`config.mk`:
```
export PLATFORM = sky130hd
export DESIGN_NAME = fir_mac_filter
export DESIGN_NICKNAME = d
export VERILOG_FILES = /design/src/rtl/fir_pkg.sv /design/src/rtl/fir_mac.sv /design/src/rtl/fir_mac_filter.sv
export SDC_FILE = /design/constraint.sdc
export NUM_CORES = 2
export LEC_CHECK = 0
export ABC_AREA = 1
export CAP_MARGIN = 20
export CORE_MARGIN = 2
export CORE_UTILIZATION = 50
export CTS_CLUSTER_DIAMETER = 80
export CTS_CLUSTER_SIZE = 24
export DETAILED_ROUTE_END_ITERATION = 10
export GPL_ROUTABILITY_DRIVEN = 0
export PLACE_DENSITY = 0.66
export SYNTH_ARGS = -nofsm -noshare
export SYNTH_HDL_FRONTEND = slang
export SYNTH_SLANG_ARGS = --single-unit
export TNS_END_PERCENT = 5
```
`constraint.sdc`:
```
create_clock -name Clk -period 7.6 [get_ports Clk]
set_input_delay 1.52 -clock Clk [delete_from_list [all_inputs] [get_ports Clk]]
set_output_delay 1.52 -clock Clk [all_outputs]
set_load 0.03 [all_outputs]
```
`src/rtl/fir_pkg.sv`:
```
// rtl/fir_pkg.sv - shared constants, FSM encoding and clog2 helper for the FIR MAC filter
package fir_pkg;

    localparam int FIR_DATA_W = 16;
    localparam int FIR_COEF_W = 16;
    localparam int FIR_TAPS   = 16;
    localparam int FIR_SHIFT  = 15;

    typedef enum logic [1:0] {
        ST_IDLE = 2'd0,
        ST_MAC  = 2'd1,
        ST_DONE = 2'd2
    } fir_state_t;

    // Smallest r with 2**r >= value; returns at least 1 so index ports never collapse to zero width.
    function automatic int fir_clog2(input int value);
        int r;
        r = 1;
        for (int i = 1; i < 31; i++) begin
            if ((1 << i) < value) begin
                r = i + 1;
            end
        end
        return r;
    endfunction

endpackage

```
`src/rtl/fir_mac.sv`:
```
// rtl/fir_mac.sv - signed multiplier with wide clearable/enabled accumulator
//
// Ports:
//   clk, rst : clock, synchronous active-high reset
//   clr      : zero the accumulator (takes priority over en)
//   en       : add a*b into the accumulator
//   a, b     : signed multiplicands
//   acc      : signed running sum, ACC_W bits
module fir_mac #(
    parameter int A_W   = 16,
    parameter int B_W   = 16,
    parameter int ACC_W = 36
) (
    input  logic                    clk,
    input  logic                    rst,
    input  logic                    clr,
    input  logic                    en,
    input  logic signed [A_W-1:0]   a,
    input  logic signed [B_W-1:0]   b,
    output logic signed [ACC_W-1:0] acc
);

    logic signed [A_W+B_W-1:0] prod;

    assign prod = a * b;

    always_ff @(posedge clk) begin
        if (rst) begin
            acc <= '0;
        end else if (clr) begin
            acc <= '0;
        end else if (en) begin
            // size cast of a signed operand sign-extends the product
            acc <= acc + ACC_W'(prod);
        end
    end

endmodule

```
`src/rtl/fir_mac_filter.sv`:
```
// rtl/fir_mac_filter.sv - runtime-programmable direct-form FIR using one time-shared MAC
//
// Ports:
//   Clk, Rst              : clock, synchronous active-high reset
//   Xin, Xin_valid        : signed input sample and its valid strobe
//   Xin_ready             : high while idle; a sample is taken when valid and ready
//   Yout, Yout_valid      : rounded, width-reduced result and its one-cycle pulse
//   Coef_we, Coef_addr,
//   Coef_data             : coefficient bank write port, honoured only while idle
//
// Build option: FIR_SAT_EN clamps the result to the DATA_W range instead of wrapping.
module fir_mac_filter
    import fir_pkg::*;
#(
    parameter int DATA_W = FIR_DATA_W,
    parameter int COEF_W = FIR_COEF_W,
    parameter int TAPS   = FIR_TAPS,
    parameter int SHIFT  = FIR_SHIFT
) (
    input  logic                           Clk,
    input  logic                           Rst,
    input  logic signed [DATA_W-1:0]       Xin,
    input  logic                           Xin_valid,
    output logic                           Xin_ready,
    output logic signed [DATA_W-1:0]       Yout,
    output logic                           Yout_valid,
    input  logic                           Coef_we,
    input  logic [fir_clog2(TAPS)-1:0]     Coef_addr,
    input  logic signed [COEF_W-1:0]       Coef_data
);

    localparam int AW    = fir_clog2(TAPS);
    localparam int ACC_W = DATA_W + COEF_W + AW;

    localparam logic [AW-1:0] LAST_IDX = AW'(TAPS - 1);

    // 2**(SHIFT-1), or 0 when SHIFT is 0
    localparam logic signed [ACC_W:0] RND     = ((ACC_W+1)'(1) << SHIFT) >> 1;
    localparam logic signed [ACC_W:0] SAT_MAX = ((ACC_W+1)'(1) << (DATA_W - 1)) - (ACC_W+1)'(1);
    localparam logic signed [ACC_W:0] SAT_MIN = -SAT_MAX - (ACC_W+1)'(1);

    fir_state_t state, state_nxt;

    logic signed [DATA_W-1:0] dline [TAPS];
    logic signed [COEF_W-1:0] coef  [TAPS];
    logic [AW-1:0]            wr_ptr;
    logic [AW-1:0]            rd_ptr;
    logic [AW-1:0]            k;

    logic                     accept;
    logic                     mac_clr;
    logic                     mac_en;
    logic signed [ACC_W-1:0]  acc;
    logic signed [ACC_W:0]    acc_rnd;
    logic signed [ACC_W:0]    shifted;
    logic signed [DATA_W-1:0] y_next;

    assign Xin_ready = (state == ST_IDLE);
    assign accept    = Xin_ready && Xin_valid;

    fir_mac #(
        .A_W   (DATA_W),
        .B_W   (COEF_W),
        .ACC_W (ACC_W)
    ) u_mac (
        .clk (Clk),
        .rst (Rst),
        .clr (mac_clr),
        .en  (mac_en),
        .a   (dline[rd_ptr]),
        .b   (coef[k]),
        .acc (acc)
    );

    always_comb begin
        state_nxt = state;
        mac_clr   = 1'b0;
        mac_en    = 1'b0;
        case (state)
            ST_IDLE: begin
                if (Xin_valid) begin
                    state_nxt = ST_MAC;
                    mac_clr   = 1'b1;
                end
            end
            ST_MAC: begin
                mac_en = 1'b1;
                if (k == LAST_IDX) begin
                    state_nxt = ST_DONE;
                end
            end
            ST_DONE: begin
                state_nxt = ST_IDLE;
            end
            default: begin
                state_nxt = ST_IDLE;
            end
        endcase
    end

    always_ff @(posedge Clk) begin
        if (Rst) begin
            state <= ST_IDLE;
        end else begin
            state <= state_nxt;
        end
    end

    // Extra headroom bit so adding the rounding constant cannot wrap.
    assign acc_rnd = {acc[ACC_W-1], acc} + RND;
    assign shifted = acc_rnd >>> SHIFT;

`ifdef FIR_SAT_EN
    always_comb begin
        if (shifted > SAT_MAX) begin
            y_next = SAT_MAX[DATA_W-1:0];
        end else if (shifted < SAT_MIN) begin
            y_next = SAT_MIN[DATA_W-1:0];
        end else begin
            y_next = shifted[DATA_W-1:0];
        end
    end
`else
    logic unused_shifted_msbs;
    assign unused_shifted_msbs = ^{shifted[ACC_W:DATA_W], SAT_MAX, SAT_MIN};
    assign y_next = shifted[DATA_W-1:0];
`endif

    always_ff @(posedge Clk) begin
        if (Rst) begin
            wr_ptr     <= '0;
            rd_ptr     <= '0;
            k          <= '0;
            Yout       <= '0;
            Yout_valid <= 1'b0;
            for (int i = 0; i < TAPS; i++) begin
                dline[i] <= '0;
                coef[i]  <= '0;
            end
        end else begin
            Yout_valid <= 1'b0;

            // Written on the accept edge too, so the new value is seen by that sample's MAC pass.
            if (Xin_ready && Coef_we && (int'(Coef_addr) < TAPS)) begin
                coef[Coef_addr] <= Coef_data;
            end

            case (state)
                ST_IDLE: begin
                    if (accept) begin
                        dline[wr_ptr] <= Xin;
                        wr_ptr        <= (wr_ptr == LAST_IDX) ? '0 : wr_ptr + 1'b1;
                        // newest sample lives at the slot just written; walk backwards from it
                        rd_ptr        <= wr_ptr;
                        k             <= '0;
                    end
                end
                ST_MAC: begin
                    k      <= k + 1'b1;
                    rd_ptr <= (rd_ptr == '0) ? LAST_IDX : rd_ptr - 1'b1;
                end
                ST_DONE: begin
                    Yout       <= y_next;
                    Yout_valid <= 1'b1;
                end
                default: begin
                end
            endcase
        end
    end

endmodule

```
==> qor.yml <==
top_usage_layer: "met2"
initial_core_util: 0.505
synth.largest_area_cell: "edfxtp_1"
core_um2: 73000
wl_per_cell_um: 20.2
period_needed_ns: 7.38
syn_nets: 4351
synth_fa_ha_area_frac: 0.190
cts.path.max_buffers: 3
syn_area_um2: 36800
synth_ff_type: "edfxtp_1"
drive_gt1_frac: 0.0454
synth-simple-area-share: 0.165
grt_pass1_vias: 26500
cp_data_arrival_time_ns: 7.86
clk_latency_ns: 0.60
overflow: 0
seq_area_um2: 16800
place_area_um2: 38000
critPathSlowestCell: "fa_1"
grt.total_usage: 0.264
syn2layout_area_growth_pct: 6.42
grt_pass1_wl_um: 154000
vias: 26700
drt-total-wl_um: 97800
synth.distinct_cells: 43
critPathKind: "register to register"
use_met2: 0.424
fin_worst_skew_ns: 0.0314
rsz0062_at_grt: "true"
synth_area_per_cell_um2: 9.38
hold_viol_final: 0
synthesis.yosys.warnings: 0
drc: 0
diodes: 0
cts_root_buf: "clkbuf_16"
rows: 99
critical_path.top_delay_family: "adder cells"
cts.sinks: 582
multi_input_area_um2: 16500
port_buffers: 57
synth_mux_area_frac: 0
fillers: 6482
cp-end-kind: "register"
h-tree-depth: 2
die_h_um: 275
utilization: 0.537
ys_seq_elements: 582
dp.cells: 4776
antenna_found_initial: 0
setup_viol: 0
cp_slowest_stage_delay_ns: 0.56
crit_buf_inv: 7
final_cell_count_no_fill: 4838
cts_inserted_buffers: 35
worst_pin_slew_ns: 0.974
grt_use_met3: 0.0346
clk_pin_slew_worst_paths_ns: 0.08
synth_most_common_cell: "nor2_1"
synth.top_cells.by_count: "nor2_1 (863), inv_1 (647), edfxtp_1 (512)"
dpl.hpwl_um: 66200
maxCapViolCount: 0
status: "finished clean"
slew_violations: 0
die_w_um: 275
grt_max_degree: 88
relSlewSlack: 0.349
crit_path_frequent_cell: "fa_1"
final_area_um2: 39200
synth-seq-area-share: 0.456
synth_edf_count: 512
use_met1: 0.379
nNetsFinal: 4282
io_pins: 58
fin_crit_sh: 0.970
hp-class: "register to register"
max_freq_mhz: 136
ant_nets: 0
cp.required_ns: 8.08
die-area_um2: 75800
synth_top_family_by_area: "adder cells"
crit_fanout: 40
drt_iter0_markers: 2814
tritoncts: "yes"
drt-pass1-iter-count: 5
synth_top_area_frac: 0.418
synth_xor_area_frac: 0.00904
ys_async_sr_fraction: 0
synth-compound-area-share: 0.0834
synthTopCellsByArea: "edfxtp_1 (42%), fa_1 (15%), nor2_1 (8.8%)"
cp-start-kind: "register"
synth_cells: 3923
vias_per_cell: 5.52
==> registers in the layout, summed over array words and instances, names as in the netlist, named ones only <==
name	count
coef	256
k	4
state	2
rd_ptr	4
wr_ptr	4
u_mac.acc	31
Yout_valid	1
dline	256
Yout	16
==> placed cells by master, fill, tap and decap left out, types with 4 or more instances in the layout <==
cell type	netlist	final
nor2_1	863	862
inv_1	647	647
edfxtp_1	512	512
nand2_1	481	479
fa_1	285	285
o21ai_0	278	278
nand3_1	103	103
ha_1	103	103
o221ai_1	81	81
dfxtp_1	70	66
a21oi_1	58	58
clkdlybuf4s50_1	0	57
nand2_2	54	53
buf_4	30	39
clkbuf_16	0	36
o211ai_1	35	35
xor2_1	33	33
o22ai_1	29	29
o21ai_1	16	16
nor3_1	13	13
buf_12	0	11
clkbuf_1	106	10
a21o_1	6	6
inv_2	7	5
xnor2_1	5	5
clkinv_2	0	4
nand4_1	4	4
a211oi_1	4	4
o21bai_1	4	4
inv_6	0	4
==> area by class of cell <==
cell class | count | area share
Timing Repair Buffer | 107 | 0.0277
Multi-Input combinational cell | 2471 | 0.421
Clock buffer | 46 | 0.0240
Tap cell | 959 | 0.0306
Clock inverter | 16 | 0.00527
Inverter | 657 | 0.0630
Sequential cell | 582 | 0.428
==> cell families (layout without fill, tap and decap cells) <==
kind of cell,Yosys count,in the layout
AO/OA/AOI/OAI,517,517
XOR/XNOR,38,38
adder cells (fa/ha/maj),388,388
buffers and inverters,870,826
flip-flops,582,582
AND/OR/NAND/NOR,1528,1528
==> through the flow <==
step	setup slack (ns)	TNS, ns	hold WS (ns)
2_1_floorplan	1.00	0	0.450
3_3_place_gp	0.416	0	0.456
3_5_place_dp	0.337	0	0.463
4_1_cts	0.321	0	0.477
5_1_grt	-0.00491	-0.00491	0.490
6_report	0.225	0	0.478
==> worst register-to-register path, delay by kind of cell (launching register included) <==
family                   cells  cell delay [ns]
AND/OR/NAND/NOR              8             1.74
adder cells (fa/ha/maj)      7             3.40
flip-flops                   1             0.35
AO/OA/AOI/OAI                4             0.84
XOR/XNOR                     1             0.14
buffers and inverters        7             0.79
==> final timing paths <==
| check | from | endpoint | slack, ns | cells after the start |
|---|---|---|---|---|
| min reg2reg | u_mac.acc[0] | u_mac.acc[0] | 0.48 | 2 |
| max | register | u_mac.acc[29] | 0.22 | 27 |
| max reg2reg | register | u_mac.acc[29] | 0.22 | 27 |
| min | u_mac.acc[0] | u_mac.acc[0] | 0.48 | 2 |
==> layer usage <==
| layer | wire (um) | up-vias | share of wire |
|---|---|---|---|
| li1 | - | 12300 | - |
| met1 | 41900 | 13100 | 0.43 |
| met2 | 45400 | 1087 | 0.46 |
| met3 | 7870 | 147 | 0.080 |
| met4 | 2660 | 0 | 0.027 |
| met5 | 0 | - | 0 |
==> timing repair <==
item                       4_1_cts  5_1_grt
gates resized for setup          0        5
setup endpoints to repair        0        8
hold buffers                     0        0
setup buffers                    0        0
Power is not shown: default switching activity piles up to over one toggle a cycle in this logic, so the estimate is an artifact.
